**src/rtl/alu_arbiter.sv**
```systemverilog
// alu_arbiter
//   Two-requester front end for a single shared ALU. Requests are arbitrated
//   round-robin, one operation is in flight at a time, and the result is held
//   in a registered response until its owner consumes it.
//
//   Handshake rule (request and response side alike): a transfer happens on a
//   rising clk edge where valid and ready are both high. Valid must not depend
//   on ready. Ready may depend on valid (here, request ready is the
//   combinational grant while IDLE).
//
// Ports
//   clk, arstn                 clock, asynchronous active-low reset
//   i_req_valid_0/1            requester has an operation pending
//   o_req_ready_0/1            requester's operation is accepted this edge
//   i_req_control_0/1          ALU opcode per requester
//   i_req_src_1_0/1, _2_0/1    operands per requester
//   o_rsp_valid_0/1            result held for that requester
//   i_rsp_ready_0/1            requester consumes the result
//   o_rsp_result, o_rsp_flags  shared response bus, flags {ovf, zero, neg, carry}
//   o_alu_control, o_alu_src_1/2   drive the shared ALU from the operand register
//   i_alu_result, i_alu_overflow/negative/carry   ALU outputs
//   o_busy                     high whenever the FSM is not IDLE
//   o_state                    debug view of the FSM state (0 IDLE, 1 EXEC, 2 RESP)
module alu_arbiter #(
    parameter int DATA_WIDTH    = 64,
    parameter int CONTROL_WIDTH = 4
) (
    input  logic                     clk,
    input  logic                     arstn,
    input  logic                     i_req_valid_0,
    input  logic                     i_req_valid_1,
    output logic                     o_req_ready_0,
    output logic                     o_req_ready_1,
    input  logic [CONTROL_WIDTH-1:0] i_req_control_0,
    input  logic [CONTROL_WIDTH-1:0] i_req_control_1,
    input  logic [DATA_WIDTH-1:0]    i_req_src_1_0,
    input  logic [DATA_WIDTH-1:0]    i_req_src_1_1,
    input  logic [DATA_WIDTH-1:0]    i_req_src_2_0,
    input  logic [DATA_WIDTH-1:0]    i_req_src_2_1,
    output logic                     o_rsp_valid_0,
    output logic                     o_rsp_valid_1,
    input  logic                     i_rsp_ready_0,
    input  logic                     i_rsp_ready_1,
    output logic [DATA_WIDTH-1:0]    o_rsp_result,
    output logic [3:0]               o_rsp_flags,
    output logic [CONTROL_WIDTH-1:0] o_alu_control,
    output logic [DATA_WIDTH-1:0]    o_alu_src_1,
    output logic [DATA_WIDTH-1:0]    o_alu_src_2,
    input  logic [DATA_WIDTH-1:0]    i_alu_result,
    input  logic                     i_alu_overflow,
    input  logic                     i_alu_negative,
    input  logic                     i_alu_carry,
    output logic                     o_busy,
    output logic [1:0]               o_state
);

    typedef enum logic [1:0] {
        IDLE = 2'd0,
        EXEC = 2'd1,
        RESP = 2'd2
    } state_t;

    state_t                   state;
    state_t                   state_next;

    // last_grant: 1 means requester 1 won most recently, so requester 0 wins a tie.
    logic                     last_grant;
    logic                     owner;
    logic                     grant_0;
    logic                     grant_1;
    logic                     accept;
    logic                     owner_ack;

    logic [CONTROL_WIDTH-1:0] op_control;
    logic [DATA_WIDTH-1:0]    op_src_1;
    logic [DATA_WIDTH-1:0]    op_src_2;
    logic [DATA_WIDTH-1:0]    rsp_result;
    logic [3:0]               rsp_flags;

    // Grants are mutually exclusive by construction.
    always_comb begin
        grant_0 = i_req_valid_0 & (~i_req_valid_1 | last_grant);
        grant_1 = i_req_valid_1 & (~i_req_valid_0 | ~last_grant);
    end

    always_comb begin
        o_req_ready_0 = 1'b0;
        o_req_ready_1 = 1'b0;
        o_rsp_valid_0 = 1'b0;
        o_rsp_valid_1 = 1'b0;
        accept        = 1'b0;
        owner_ack     = owner ? i_rsp_ready_1 : i_rsp_ready_0;
        state_next    = state;
        case (state)
            IDLE: begin
                o_req_ready_0 = grant_0;
                o_req_ready_1 = grant_1;
                accept        = grant_0 | grant_1;
                if (accept) state_next = EXEC;
            end
            EXEC: begin
                state_next = RESP;
            end
            RESP: begin
                o_rsp_valid_0 = ~owner;
                o_rsp_valid_1 = owner;
                // The non-owner's ready never reaches the FSM.
                if (owner_ack) state_next = IDLE;
            end
            default: begin
                state_next = IDLE;
            end
        endcase
    end

    always_ff @(posedge clk or negedge arstn) begin
        if (!arstn) begin
            state <= IDLE;
        end else begin
            state <= state_next;
        end
    end

    // Operand register: loaded only on an accepted request, so request inputs
    // that change while not ready have no effect and the ALU inputs hold the
    // last operands outside EXEC.
    always_ff @(posedge clk or negedge arstn) begin
        if (!arstn) begin
            op_control <= '0;
            op_src_1   <= '0;
            op_src_2   <= '0;
            owner      <= 1'b0;
            last_grant <= 1'b1;
        end else if (accept) begin
            op_control <= grant_1 ? i_req_control_1 : i_req_control_0;
            op_src_1   <= grant_1 ? i_req_src_1_1   : i_req_src_1_0;
            op_src_2   <= grant_1 ? i_req_src_2_1   : i_req_src_2_0;
            owner      <= grant_1;
            last_grant <= grant_1;
        end
    end

    // Response register: captured at the end of the single EXEC cycle, then
    // held untouched through RESP.
    always_ff @(posedge clk or negedge arstn) begin
        if (!arstn) begin
            rsp_result <= '0;
            rsp_flags  <= '0;
        end else if (state == EXEC) begin
            rsp_result <= i_alu_result;
            rsp_flags  <= {i_alu_overflow, (i_alu_result == '0), i_alu_negative, i_alu_carry};
        end
    end

    assign o_alu_control = op_control;
    assign o_alu_src_1   = op_src_1;
    assign o_alu_src_2   = op_src_2;
    assign o_rsp_result  = rsp_result;
    assign o_rsp_flags   = rsp_flags;
    assign o_busy        = (state != IDLE);
    assign o_state       = state;

endmodule
```
**config.mk**
```make
export PLATFORM = sky130hd
export DESIGN_NAME = alu_arbiter
export DESIGN_NICKNAME = d
export VERILOG_FILES = /design/src/rtl/alu_arbiter.sv
export SDC_FILE = /design/constraint.sdc
export NUM_CORES = 1
export LEC_CHECK = 0
export ABC_AREA = 1
export BUFFER_PORTS_ARGS = -buffer_cell sky130_fd_sc_hd__buf_2
export CAP_MARGIN = 10
export CORE_AREA = 2 2 210 212
export DETAILED_ROUTE_END_ITERATION = 10
export DIE_AREA = 0 0 212 214
export SYNTH_ARGS = -nofsm -noshare
export SYNTH_HDL_FRONTEND = slang
export SYNTH_SLANG_ARGS = --single-unit
```
**constraint.sdc**
```tcl
create_clock -name clk -period 1.46 [get_ports clk]
set_input_delay 0.292 -clock clk [delete_from_list [all_inputs] [get_ports clk]]
set_output_delay 0.292 -clock clk [all_outputs]
set_load 0.1 [all_outputs]
```
==> results by group <==
Synthesis
  • Number of synthesized flops with an enable pin: 0
  • Syn_area_per_cell: 7.72 um2
  • Synth cell types: 19
  • Area leader, netlist: dfrtp_1
  • Mapped Area: 0.00941 mm2
  • Post-Synthesis Cells: 1219
  • Synthesis-stage register bit count: 204
  • Top post-synthesis cells by area: dfrtp_1, nand2_1, o21ai_0
  • Post-synth top flop: dfrtp_1
  • Synth Warn #: 0
  • Register area share after synthesis: 54.2%
  • Post-synth top cells: nand2_1, o21ai_0, dfrtp_1, inv_1
  • Post-synth ARST share: 100%
  • Share of the synthesized area in the top cell type: 54.0%
  • Most common cell in the synthesized netlist: nand2_1
  • Syn nets: 1556

Min path
  • Hold Path Stages: 3
  • Type of the worst min-delay path: primary input to register

Drt
  • ANT nets after route: 0
  • Wire per inst: 16.6 um
  • Drt first pass iters: 5
  • Total wire length: 41200 um
  • Vias post-DR: 10.7k
  • DRT iter0 DRCs: 758
  • Routed vias/inst: 4.31
  • Post-route DRC: 0

Place
  • Port Buf Inserts: 543
  • DP HPWL: 26600 um
  • GP Congestion: 0.857
  • Placed cell area: 0.0136 mm2

Worst setup path
  • R2R depth: 12
  • Worst Setup SP: o_state[0]$_DFFE_PN0P_
  • CP arrival: 1.74 ns
  • CP Max Fanout: 3
  • Critical path type: register to output port
  • Crit Reg-Reg Startpoint: o_state[0]$_DFFE_PN0P_
  • Worst setup EP type: output port
  • Crit Reg-Reg Endpoint: o_alu_src_1[35]$_DFFE_PN0P_
  • Reg2Reg Setup Slack: -0.50 ns
  • Worst EP required: 1.17 ns
  • Startpoint Class: register
  • Crit path to: o_req_ready_0

Layout
  • Fillers: 3967
  • Final Cell Area: 0.0184 mm2
  • Antenna cell count: 0
  • Area Overhead vs Synth: 95.8%
  • Final layout net count: 2224
  • Layout cell share with drive strength beyond 1: 44.1%

STA
  • Fmax achieved: 0.492 GHz
  • Worst setup margin: -0.572 ns
  • Max transition margin: 68.5%
  • Tmin final: 2.03 ns
  • Hold Violations, Final: 0
  • RSZ-0062 raised after global routing: true
  • Max-slew violation count: 0
  • Clock Skew: 0.0204 ns
  • Final period utilization: 139%
  • Endpoints failing setup: 213
  • Slew @ Worst Pin: 0.473 ns

GRT
  • Gr usage total: 15.5%
  • Global-route wire length before repair: 55500 um
  • Number of global-route vias before repair: 10.5k
  • Grt ovf: 0
  • Initial antenna violation count: 1
  • Largest net degree at the start of global routing: 60

Clocking
  • CTS H-tree depth: 1
  • Clk_lat worst skew: 0.53 ns
  • Root Driver: clkbuf_16
  • Clock Sink Count: 204
  • Cts bufs inserted: 24
  • Clk buf depth: 3
  • Clock transition at the registers of the reported paths: 0.06 ns
  • TritonCTS clock tree: built

Floorplanning
  • Die Y-Extent: 214 um
  • Core box area: 0.0429 mm2
  • I/O pins: 544
  • DIE AREA: 0.0454 mm2
  • Die Width: 212 um
  • FP Rows: 76
  • Initial core utilization: 22.0%

Run
  • Max_cap viols: 0

Status
  • Outcome: complete, but fails checks
  • Failing checks: setup timing
-- cell usage in the layout, fill, tap and decap left out, types with 6 or more instances in the layout --
cell type,count
nand2_1,408
buf_2,335
dfrtp_1,195
inv_1,148
o21ai_0,132
buf_12,130
o21ai_1,106
buf_6,92
buf_4,62
clkbuf_16,47
o21ai_2,41
nand2_2,39
nor2_1,36
dlygate4sd3_1,33
buf_8,32
nand2_4,14
clkbuf_8,7
buf_16,6
dfrtp_2,6
-- layer usage --
layer,wire length [um],part of all wire [%],GRT usage (%),vias up
met4,1760,4.3,4.91,2
met3,3150,7.6,4.25,84
met2,21000,51,28.9,491
met5,13,0.032,0,-
met1,15300,37,16.9,5016
li1,-,-,-,5137
-- cell type report --
class	count	area, um2	share of cell area [%]
tap	585	732	3.97
clock buffer	32	712	3.86
timing repair buffer	714	7350	39.9
multi-input combinational	790	3760	20.4
sequential	204	5120	27.8
clock inverter	12	168	0.909
inverter	153	586	3.18
-- worst max-delay path: stages (launching register included) --
cell and delay (ns):
dfrtp_4 0.48, nor2_4 0.15, clkinvlp_4 0.15, a211oi_4 0.23, buf_12 0.21
-- what timing repair did --
| action | in CTS | in global routing |
|---|---|---|
| resized for setup | 563 | 180 |
| cloned | 6 | 26 |
| pin swaps | 5 | 11 |
| hold buffers | 33 | 0 |
| hold endpoints to repair | 59 | 0 |
| setup endpoints to repair | 324 | 331 |
| setup buffers | 11 | 26 |
-- sequential cells by signal (all words and copies together), names as in the netlist --
name           cells
o_alu_src_1       64
o_alu_src_2       64
o_rsp_result      64
o_alu_control      4
owner              1
last_grant         1
o_rsp_flags        4
o_state            2
-- how the worst min path moves through the flow --
stage                      from                           end
3_5_place_dp              arstn  o_rsp_result[13]$_DFFE_PN0N_
5_1_grt        i_alu_result[63]  o_rsp_result[63]$_DFFE_PN0N_
6_report       i_alu_result[59]  o_rsp_result[59]$_DFFE_PN0N_
3_3_place_gp              arstn  o_rsp_result[13]$_DFFE_PN0N_
4_1_cts        i_alu_result[51]  o_rsp_result[51]$_DFFE_PN0N_
2_1_floorplan             arstn  o_alu_control[0]$_DFFE_PN0P_
-- stage by stage --
step	util, %	TNS (ns)	std cells	hold WS [ns]	worst slack (ns)
finish	43.0	-62.03	2490	0.0315	-0.572
global route	43.0	-77.55	2490	0.00195	-0.638
CTS	39.8	-50.96	2438	0.000705	-0.612
detailed placement	31.8	-11.31	2344	0.286	-0.164
global placement	31.8	-7.13	2344	0.291	-0.153
floorplan	-	-21.47	1219	-0.00359	-1.17
-- logic make-up (layout without fill, tap and decap cells) --
group           after synthesis  after routing  synth area share, %
simple gates                507            507                 20.4
compound gates              283            283                 15.2
flops                       204            204                 54.2
buf+inv                     225            911                 10.2
Power is left out: the tool's default activity adds up to more than one toggle a clock period on the data nets, which glitch-free logic cannot reach.
